**config.mk**
```make
export PLATFORM = sky130hd
export DESIGN_NAME = button_conditioner
export DESIGN_NICKNAME = d
export VERILOG_FILES = /design/src/rtl/button_conditioner.sv
export SDC_FILE = /design/constraint.sdc
export NUM_CORES = 1
export LEC_CHECK = 0
export ABC_CLOCK_PERIOD_IN_PS = 2200
export BUFFER_PORTS_ARGS = -buffer_cell sky130_fd_sc_hd__buf_2
export CORE_UTILIZATION = 25
export DETAILED_ROUTE_END_ITERATION = 6
export GPL_TIMING_DRIVEN = 0
export HOLD_SLACK_MARGIN = 0.02
export PLACE_DENSITY = 0.4
export SKIP_LAST_GASP = 1
export SYNTH_ARGS = -nofsm -noshare
export SYNTH_HDL_FRONTEND = slang
export SYNTH_SLANG_ARGS = --single-unit
```
**constraint.sdc**
```tcl
create_clock -name clk -period 2.2 [get_ports clk]
set_input_delay 0.11 -clock clk [delete_from_list [all_inputs] [get_ports clk]]
set_output_delay 0.11 -clock clk [all_outputs]
set_load 0.01 [all_outputs]
```
**src/rtl/button_conditioner.sv**
```systemverilog
// rtl/button_conditioner.sv - per-key synchroniser, debouncer and press/release/long/repeat strobe generator
// Optional feature macro: BTN_AUTO_REPEAT_EN (defined: repeat_pulse active while long-held; undefined: repeat_pulse tied to 0)
module button_conditioner #(
  parameter int N_BTN           = 4,
  parameter int CNT_W           = 26,
  parameter int DEBOUNCE_CYCLES = 500000,
  parameter int LONG_CYCLES     = 50000000,
  parameter int REPEAT_CYCLES   = 10000000
) (
  input  logic             clk,
  input  logic             rst,
  input  logic [N_BTN-1:0] btn_n,
  output logic [N_BTN-1:0] btn_level,
  output logic [N_BTN-1:0] press_pulse,
  output logic [N_BTN-1:0] release_pulse,
  output logic [N_BTN-1:0] long_pulse,
  output logic [N_BTN-1:0] repeat_pulse
);

  typedef enum logic [2:0] {
    IDLE     = 3'd0,
    DB_PRESS = 3'd1,
    HELD     = 3'd2,
    LONG     = 3'd3,
    DB_REL   = 3'd4
  } state_t;

  localparam logic [CNT_W-1:0] DB_LAST   = CNT_W'(DEBOUNCE_CYCLES - 1);
  localparam logic [CNT_W-1:0] LONG_LAST = CNT_W'(LONG_CYCLES - 1);
`ifdef BTN_AUTO_REPEAT_EN
  localparam logic [CNT_W-1:0] REP_LAST  = CNT_W'(REPEAT_CYCLES - 1);
`else
  // The repeat period has no effect in this build; referenced here only so it is not left dangling.
  logic unused_repeat_cfg;
  assign unused_repeat_cfg = (REPEAT_CYCLES > 0);
  assign repeat_pulse      = '0;
`endif

  for (genvar i = 0; i < N_BTN; i++) begin : g_ch
    logic [1:0]       sync_q;
    logic             s;
    state_t           state_q, state_d;
    logic [CNT_W-1:0] cnt_q, cnt_d;
    logic             from_long_q, from_long_d;
    logic             level_q, level_d;
    logic             press_q, press_d;
    logic             rel_q, rel_d;
    logic             long_q, long_d;
`ifdef BTN_AUTO_REPEAT_EN
    logic             rep_q, rep_d;
`endif

    // Two-flop synchroniser; idles at 1 (released) so reset never looks like a press
    always_ff @(posedge clk or negedge rst) begin
      if (!rst) sync_q <= 2'b11;
      else      sync_q <= {sync_q[0], btn_n[i]};
    end

    assign s = ~sync_q[1];

    // Next-state, counter and strobe decode for the debounce / hold classifier
    always_comb begin
      state_d     = state_q;
      cnt_d       = cnt_q;
      from_long_d = from_long_q;
      level_d     = level_q;
      press_d     = 1'b0;
      rel_d       = 1'b0;
      long_d      = 1'b0;
`ifdef BTN_AUTO_REPEAT_EN
      rep_d       = 1'b0;
`endif
      case (state_q)
        IDLE: begin
          if (s) begin
            state_d = DB_PRESS;
            cnt_d   = '0;
          end
        end
        DB_PRESS: begin
          if (!s) begin
            state_d = IDLE;
            cnt_d   = '0;
          end else if (cnt_q == DB_LAST) begin
            state_d = HELD;
            cnt_d   = '0;
            press_d = 1'b1;
            level_d = 1'b1;
          end else begin
            cnt_d = cnt_q + 1'b1;
          end
        end
        HELD: begin
          if (!s) begin
            state_d     = DB_REL;
            cnt_d       = '0;
            from_long_d = 1'b0;
          end else if (cnt_q == LONG_LAST) begin
            state_d = LONG;
            cnt_d   = '0;
            long_d  = 1'b1;
          end else begin
            cnt_d = cnt_q + 1'b1;
          end
        end
        LONG: begin
          if (!s) begin
            state_d     = DB_REL;
            cnt_d       = '0;
            from_long_d = 1'b1;
          end
`ifdef BTN_AUTO_REPEAT_EN
          else if (cnt_q == REP_LAST) begin
            cnt_d = '0;
            rep_d = 1'b1;
          end else begin
            cnt_d = cnt_q + 1'b1;
          end
`endif
        end
        DB_REL: begin
          // A bounce back to pressed resumes the hold; from_long stops a second long_pulse
          if (s) begin
            state_d = from_long_q ? LONG : HELD;
            cnt_d   = '0;
          end else if (cnt_q == DB_LAST) begin
            state_d = IDLE;
            cnt_d   = '0;
            rel_d   = 1'b1;
            level_d = 1'b0;
          end else begin
            cnt_d = cnt_q + 1'b1;
          end
        end
        default: begin
          state_d = IDLE;
          cnt_d   = '0;
        end
      endcase
    end

    // Channel state and registered outputs
    always_ff @(posedge clk or negedge rst) begin
      if (!rst) begin
        state_q     <= IDLE;
        cnt_q       <= '0;
        from_long_q <= 1'b0;
        level_q     <= 1'b0;
        press_q     <= 1'b0;
        rel_q       <= 1'b0;
        long_q      <= 1'b0;
`ifdef BTN_AUTO_REPEAT_EN
        rep_q       <= 1'b0;
`endif
      end else begin
        state_q     <= state_d;
        cnt_q       <= cnt_d;
        from_long_q <= from_long_d;
        level_q     <= level_d;
        press_q     <= press_d;
        rel_q       <= rel_d;
        long_q      <= long_d;
`ifdef BTN_AUTO_REPEAT_EN
        rep_q       <= rep_d;
`endif
      end
    end

    assign btn_level[i]     = level_q;
    assign press_pulse[i]   = press_q;
    assign release_pulse[i] = rel_q;
    assign long_pulse[i]    = long_q;
`ifdef BTN_AUTO_REPEAT_EN
    assign repeat_pulse[i]  = rep_q;
`endif
  end

endmodule

```
After elaboration in Yosys (flattened, before gate mapping)
Index checks and enable logic that the tools add are counted.
{ "op_classes": {"reduce_logical": 28, "add_sub_neg": 4, "n_eq_ne": 64, "muxes": 136} }
{ "ops": {"columns": ["op", "n"], "rows": [
  ["26-bit two-way mux", 28],
  ["26-bit case mux with 5 select lines", 4],
  ["26-bit by 1-bit adder with 26-bit output (second input constant)", 4],
  ["26-bit by 19-bit equality test with 1-bit output (second input constant)", 4],
  ["26-bit equality test (second input constant)", 4],
  ["3-bit two-way mux", 32],
  ["1-bit two-way mux", 60],
  ["3-bit case mux with 5 select lines", 4],
  ["2-bit inequality test (second input constant)", 28],
  ["5-bit AND reduction", 8],
  ["3-bit inequality test (second input constant)", 12],
  ["3-bit by 2-bit equality test with 1-bit output (second input constant)", 8],
  ["1-bit case mux with 2 select lines", 8],
  ["2-bit nonzero test", 8],
  ["3-bit by 1-bit equality test with 1-bit output (second input constant)", 4],
  ["3-bit equality test (second input constant)", 4],
  ["3-bit logical NOT", 4],
  ["3-bit AND reduction", 4],
  ["2-bit AND reduction", 4]
]} }
{ "totals": {"inputBits": 6, "elab_cells": 264, "ff_bits": 144} }

Logic depth before layout (Yosys ltp)
{ "depth": {"depth_word": 4, "ltp_mapped": 9, "mapped_depth_nobuf": 7} }

Worst setup path before layout
Ideal clock, no wire load.
{ "synth_timing": {"kind": "register -> register", "from": "register g_ch[2].cnt_q[23]", "to": "register g_ch[2].cnt_q[11]", "arrival_ns": 2.068, "path_stages_with_launch": 8, "slack_ns": 0.012, "t_required_ns": 2.081, "setup_ns": 0.119, "period_less_slack_ns": 2.188, "path_cell_list": "dfrtp_1 -> or4_4 -> or3_1 -> or2_4 -> and4_4 -> nor3_4 -> buf_6 -> nor2_1"} }
{ "synth_via": {"elab_chain_cells": 4} }
{ "synth_lines": {"columns": ["element", "line_no", "rtl"], "rows": [
  ["start, declared", "43", "logic [CNT_W-1:0] cnt_q, cnt_d;"],
  ["start signal, assigned", "157", "cnt_q <= cnt_d;"],
  ["26-bit by 19-bit equality test with 1-bit output / 26-bit equality test (equally long branches)", "84, 126, 98", null],
  ["26-bit two-way mux (on tied branches)", "84, 126, 98", null],
  ["26-bit two-way mux (on tied branches)", "123, 81, 94", null],
  ["26-bit case mux with 5 select lines (*)", "73", "case (state_q)"]
]} }
Mark *: on every way between the ends. The rest lies on a longest branch, timed or not.
A chain may end at the register's enable or synchronous reset.

Worst setup path after layout
{ "layout_timing": {"from": "register g_ch[2].cnt_q[22]", "to": "register g_ch[2].cnt_q[22]"} }
{ "layout_via": {"elab_chain_cells": 4} }
{ "layout_lines": {"columns": ["element", "line_no"], "rows": [
  ["26-bit by 1-bit adder with 26-bit output (tied with other cells)", "90, 103, 132"],
  ["26-bit two-way mux (on tied branches)", "84, 126, 98"],
  ["26-bit two-way mux (on tied branches)", "123, 81, 94"],
  ["26-bit case mux with 5 select lines (*)", "73"]
]} }
Marks and branches as above.

==> flow_summary.json <==
{
  "period_needed_ns": 2.33,
  "ys_ff_latch": 144,
  "cp_max_fo": 6,
  "dp_slack_ns": -0.511,
  "p_seq_frac": 0.410,
  "antenna_found_initial": 0,
  "syn_area_um2": 7830,
  "die_w_um": 179,
  "yosysTopAreaCellShare": 0.435,
  "yosysSeqAreaShare": 0.461,
  "cp_data_arrival_time_ns": 2.64,
  "vias": 6527,
  "fmax_mhz": 429,
  "power_frac_clock": 0.440,
  "p_sw_w": 0.00197,
  "final_cell_mix": "128 x dfrtp_1, 116 x nor2_1, 68 x buf_4, 57 x nand2_1, 53 x nor3_1",
  "syn_to_final_growth_pct": 27.2,
  "finish.utilization": 0.325,
  "dp_hpwl_um": 13200,
  "finalHoldWorstSlack_ns": 0.146,
  "dieArea_um2": 32000,
  "setup_violations": 24,
  "pwr-share-comb": 0.149,
  "wl_per_cell_um": 14.9,
  "violations": "setup timing",
  "p_int_w": 0.00501,
  "die_y_um": 179,
  "grt_pass1_vias": 6417,
  "cp-end-kind": "flop",
  "final.setup.worst_slack_ns": -0.131,
  "vdd_drop_max_v": 0.000516,
  "required_ns": 2.51,
  "async_reset_ff_frac": 1.00,
  "maxCapViolCount": 0,
  "switching_share": 0.282,
  "drc_errors": 0,
  "finalCritPeriodShare": 1.06,
  "ant_nets": 0,
  "core_um2": 30700,
  "clock_skew_ns": 0.0138,
  "ys_types": 72,
  "cts_root_buf": "clkbuf_16",
  "num_antenna_cells": 0,
  "insertion_delay_ns": 0.43,
  "final_common_cell": "dfrtp_1",
  "finalHoldViolations": 0,
  "ys.flop_type": "dfrtp_1",
  "portBuffers": 21,
  "final_layout_size_suffix_gt1_frac": 0.242,
  "nFillCells": 3186,
  "syn_inst": 856,
  "worst_pin_slew_ns": 0.614,
  "first_iter_violations": 341,
  "io_pins": 26,
  "netlist.top_cell.by_area": "dfrtp_1",
  "p_per_area_nw_per_um2": 701,
  "nets": 958,
  "startpoint_type": "flop",
  "synth_area_leaders": "dfrtp_1 43%, nor2_1 6.1%, xnor2_1 3.6%",
  "clk_pin_slew_ns": 0.07,
  "initial_utilization": 0.255,
  "post_dp_cell_area_um2": 8480,
  "synth_area_per_cell_um2": 9.15,
  "wl_met1_um": 10400,
  "cts.sinks": 144,
  "dr.pass1.iters": 4,
  "yosysWarnings": 0,
  "slew_viol_final": 0,
  "wl_met3_um": 380,
  "cts_buffers": 17,
  "fin_area_um2": 9960,
  "r2r-start": "g_ch[2].cnt_q[22]$_DFFE_PN0P_",
  "p_leak_nw": 3.94,
  "drt-total-wl_um": 20200,
  "cts_tree": "built",
  "wl_met2_um": 9130,
  "synth-edff-count": 0,
  "grtUsageTotal": 0.133,
  "tns_ns": -2.65,
  "rsz0062_at_grt": "true",
  "worst_slew_margin_rel": 0.588,
  "run_status": "complete, but fails checks",
  "via_per_inst": 4.81,
  "cts_max_level": 4,
  "grt_pass1_wl_um": 33700,
  "grt_max_degree": 107,
  "top_layer_used": "met4",
  "startpoint": "g_ch[2].cnt_q[22]$_DFFE_PN0P_",
  "path_class": "reg -> reg",
  "cts_buffer_depth": 2,
  "rows": 64,
  "grt_overflow": 0,
  "hp-class": "in -> async",
  "gp_congestion": 0.777
}
final timing paths:
check,to,slack [ns],cells past startpoint
min in group clk,g_ch[1].sync_q[0]$_DFF_PN1_,0.34,2
min,g_ch[0].cnt_q[0]$_DFFE_PN0P_,0.15,2
min reg2reg,g_ch[1].sync_q[1]$_DFF_PN1_,0.36,0
max,g_ch[2].cnt_q[22]$_DFFE_PN0P_,-0.13,8
max reg2reg,g_ch[2].cnt_q[22]$_DFFE_PN0P_,-0.13,8
max in group asynchronous,g_ch[2].cnt_q[22]$_DFFE_PN0P_,1.15,3
power by group through the flow:
stage / Combinational, W / Clock, W / Sequential (W)
floorplan: 0.000541 / 0 / 0.00287
global placement: 0.000815 / 0 / 0.00290
global route: 0.00117 / 0.00330 / 0.00288
CTS: 0.000956 / 0.00319 / 0.00286
finish: 0.00104 / 0.00307 / 0.00286
detailed placement: 0.000823 / 0 / 0.00289
registers in the layout, indices dropped and copies added, names as in the netlist:
register          count
g_ch.sync_q           8
g_ch.long_q           4
g_ch.press_q          4
g_ch.from_long_q      4
g_ch.rel_q            4
g_ch.level_q          4
g_ch.state_q         12
g_ch.cnt_q          104
timing repair:
item | CTS | global route
hold endpoints to repair | 51 | 0
pin swaps | 26 | 26
resized for setup | 53 | 65
cloned | 4 | 0
endpoints found under the setup margin | 108 | 109
setup buffers | 18 | 29
hold buffers | 5 | 0
cell usage after synthesis (3+ instances only):
cell and count:
nand3b_1 8, mux2_2 4, and2_1 3, a21oi_1 15
dfrtp_1 136, a211oi_1 7, inv_1 19, o21a_1 3
nand3_1 51, o31ai_1 9, a21o_1 3, dfstp_2 8
buf_4 21, ha_1 4, a31oi_1 11, nor2_1 128
o2bb2ai_1 3, nor3_1 54, or2_2 4, nor4b_1 11
o41ai_1 3, clkbuf_1 25, or3_1 10, xor2_1 32
o211ai_1 3, and3_1 21, nor4_1 16, o22ai_1 5
and4_1 10, buf_2 6, o221ai_1 4, nand2b_1 4
xnor2_1 32, nand2_1 59, and4b_1 4, nor4bb_1 5
or4_1 8, o21ai_0 26, mux2i_1 12, nand4_1 29
cell type report:
| class | count | area [um^2] | share of cell area |
|---|---|---|---|
| Multi-Input combinational cell | 640 | 4240 | 0.426 |
| Sequential cell | 144 | 3620 | 0.364 |
| Timing Repair Buffer | 78 | 596 | 0.0598 |
| Tap cell | 396 | 495 | 0.0497 |
| Clock buffer | 20 | 457 | 0.0459 |
| Buffer | 47 | 309 | 0.0310 |
| Clock inverter | 12 | 156 | 0.0157 |
| Inverter | 20 | 78.8 | 0.00791 |
stage by stage:
step / instances / total power (W)
CTS: 1332 / 0.00700
floorplan: 859 / 0.00341
global placement: 1276 / 0.00371
detailed placement: 1277 / 0.00371
finish: 1357 / 0.00698
global route: 1357 / 0.00734
cell families (layout without fill, tap and decap cells):
logic type | count (synthesis) | count (layout) | share of synthesized area
compound gates | 109 | 109 | 0.0922
other cells | 1 | 4 | 0.000479
xor+xnor | 64 | 64 | 0.0716
flops | 144 | 144 | 0.461
buf+inv | 75 | 177 | 0.0491
mux | 16 | 16 | 0.0211
fa+ha+maj | 4 | 4 | 0.00639
simple gates | 443 | 443 | 0.298
critical path, stage by stage, from the launching register on:
cell and delay (ns):
dfrtp_2 0.43, or4_4 0.54, or3_4 0.35, or2_4 0.24, and4_4 0.21, nor3_4 0.11, buf_6 0.16, buf_6 0.13
nor2_1 0.05
routing by layer:
| metal | vias up | track usage |
|---|---|---|
| li1 | 3264 | - |
| met1 | 3183 | 0.188 |
| met2 | 64 | 0.204 |
| met3 | 16 | 0.0227 |
| met4 | 0 | 0.0441 |
| met5 | - | 0 |
Note: power is estimated with default switching activity, not from simulation.
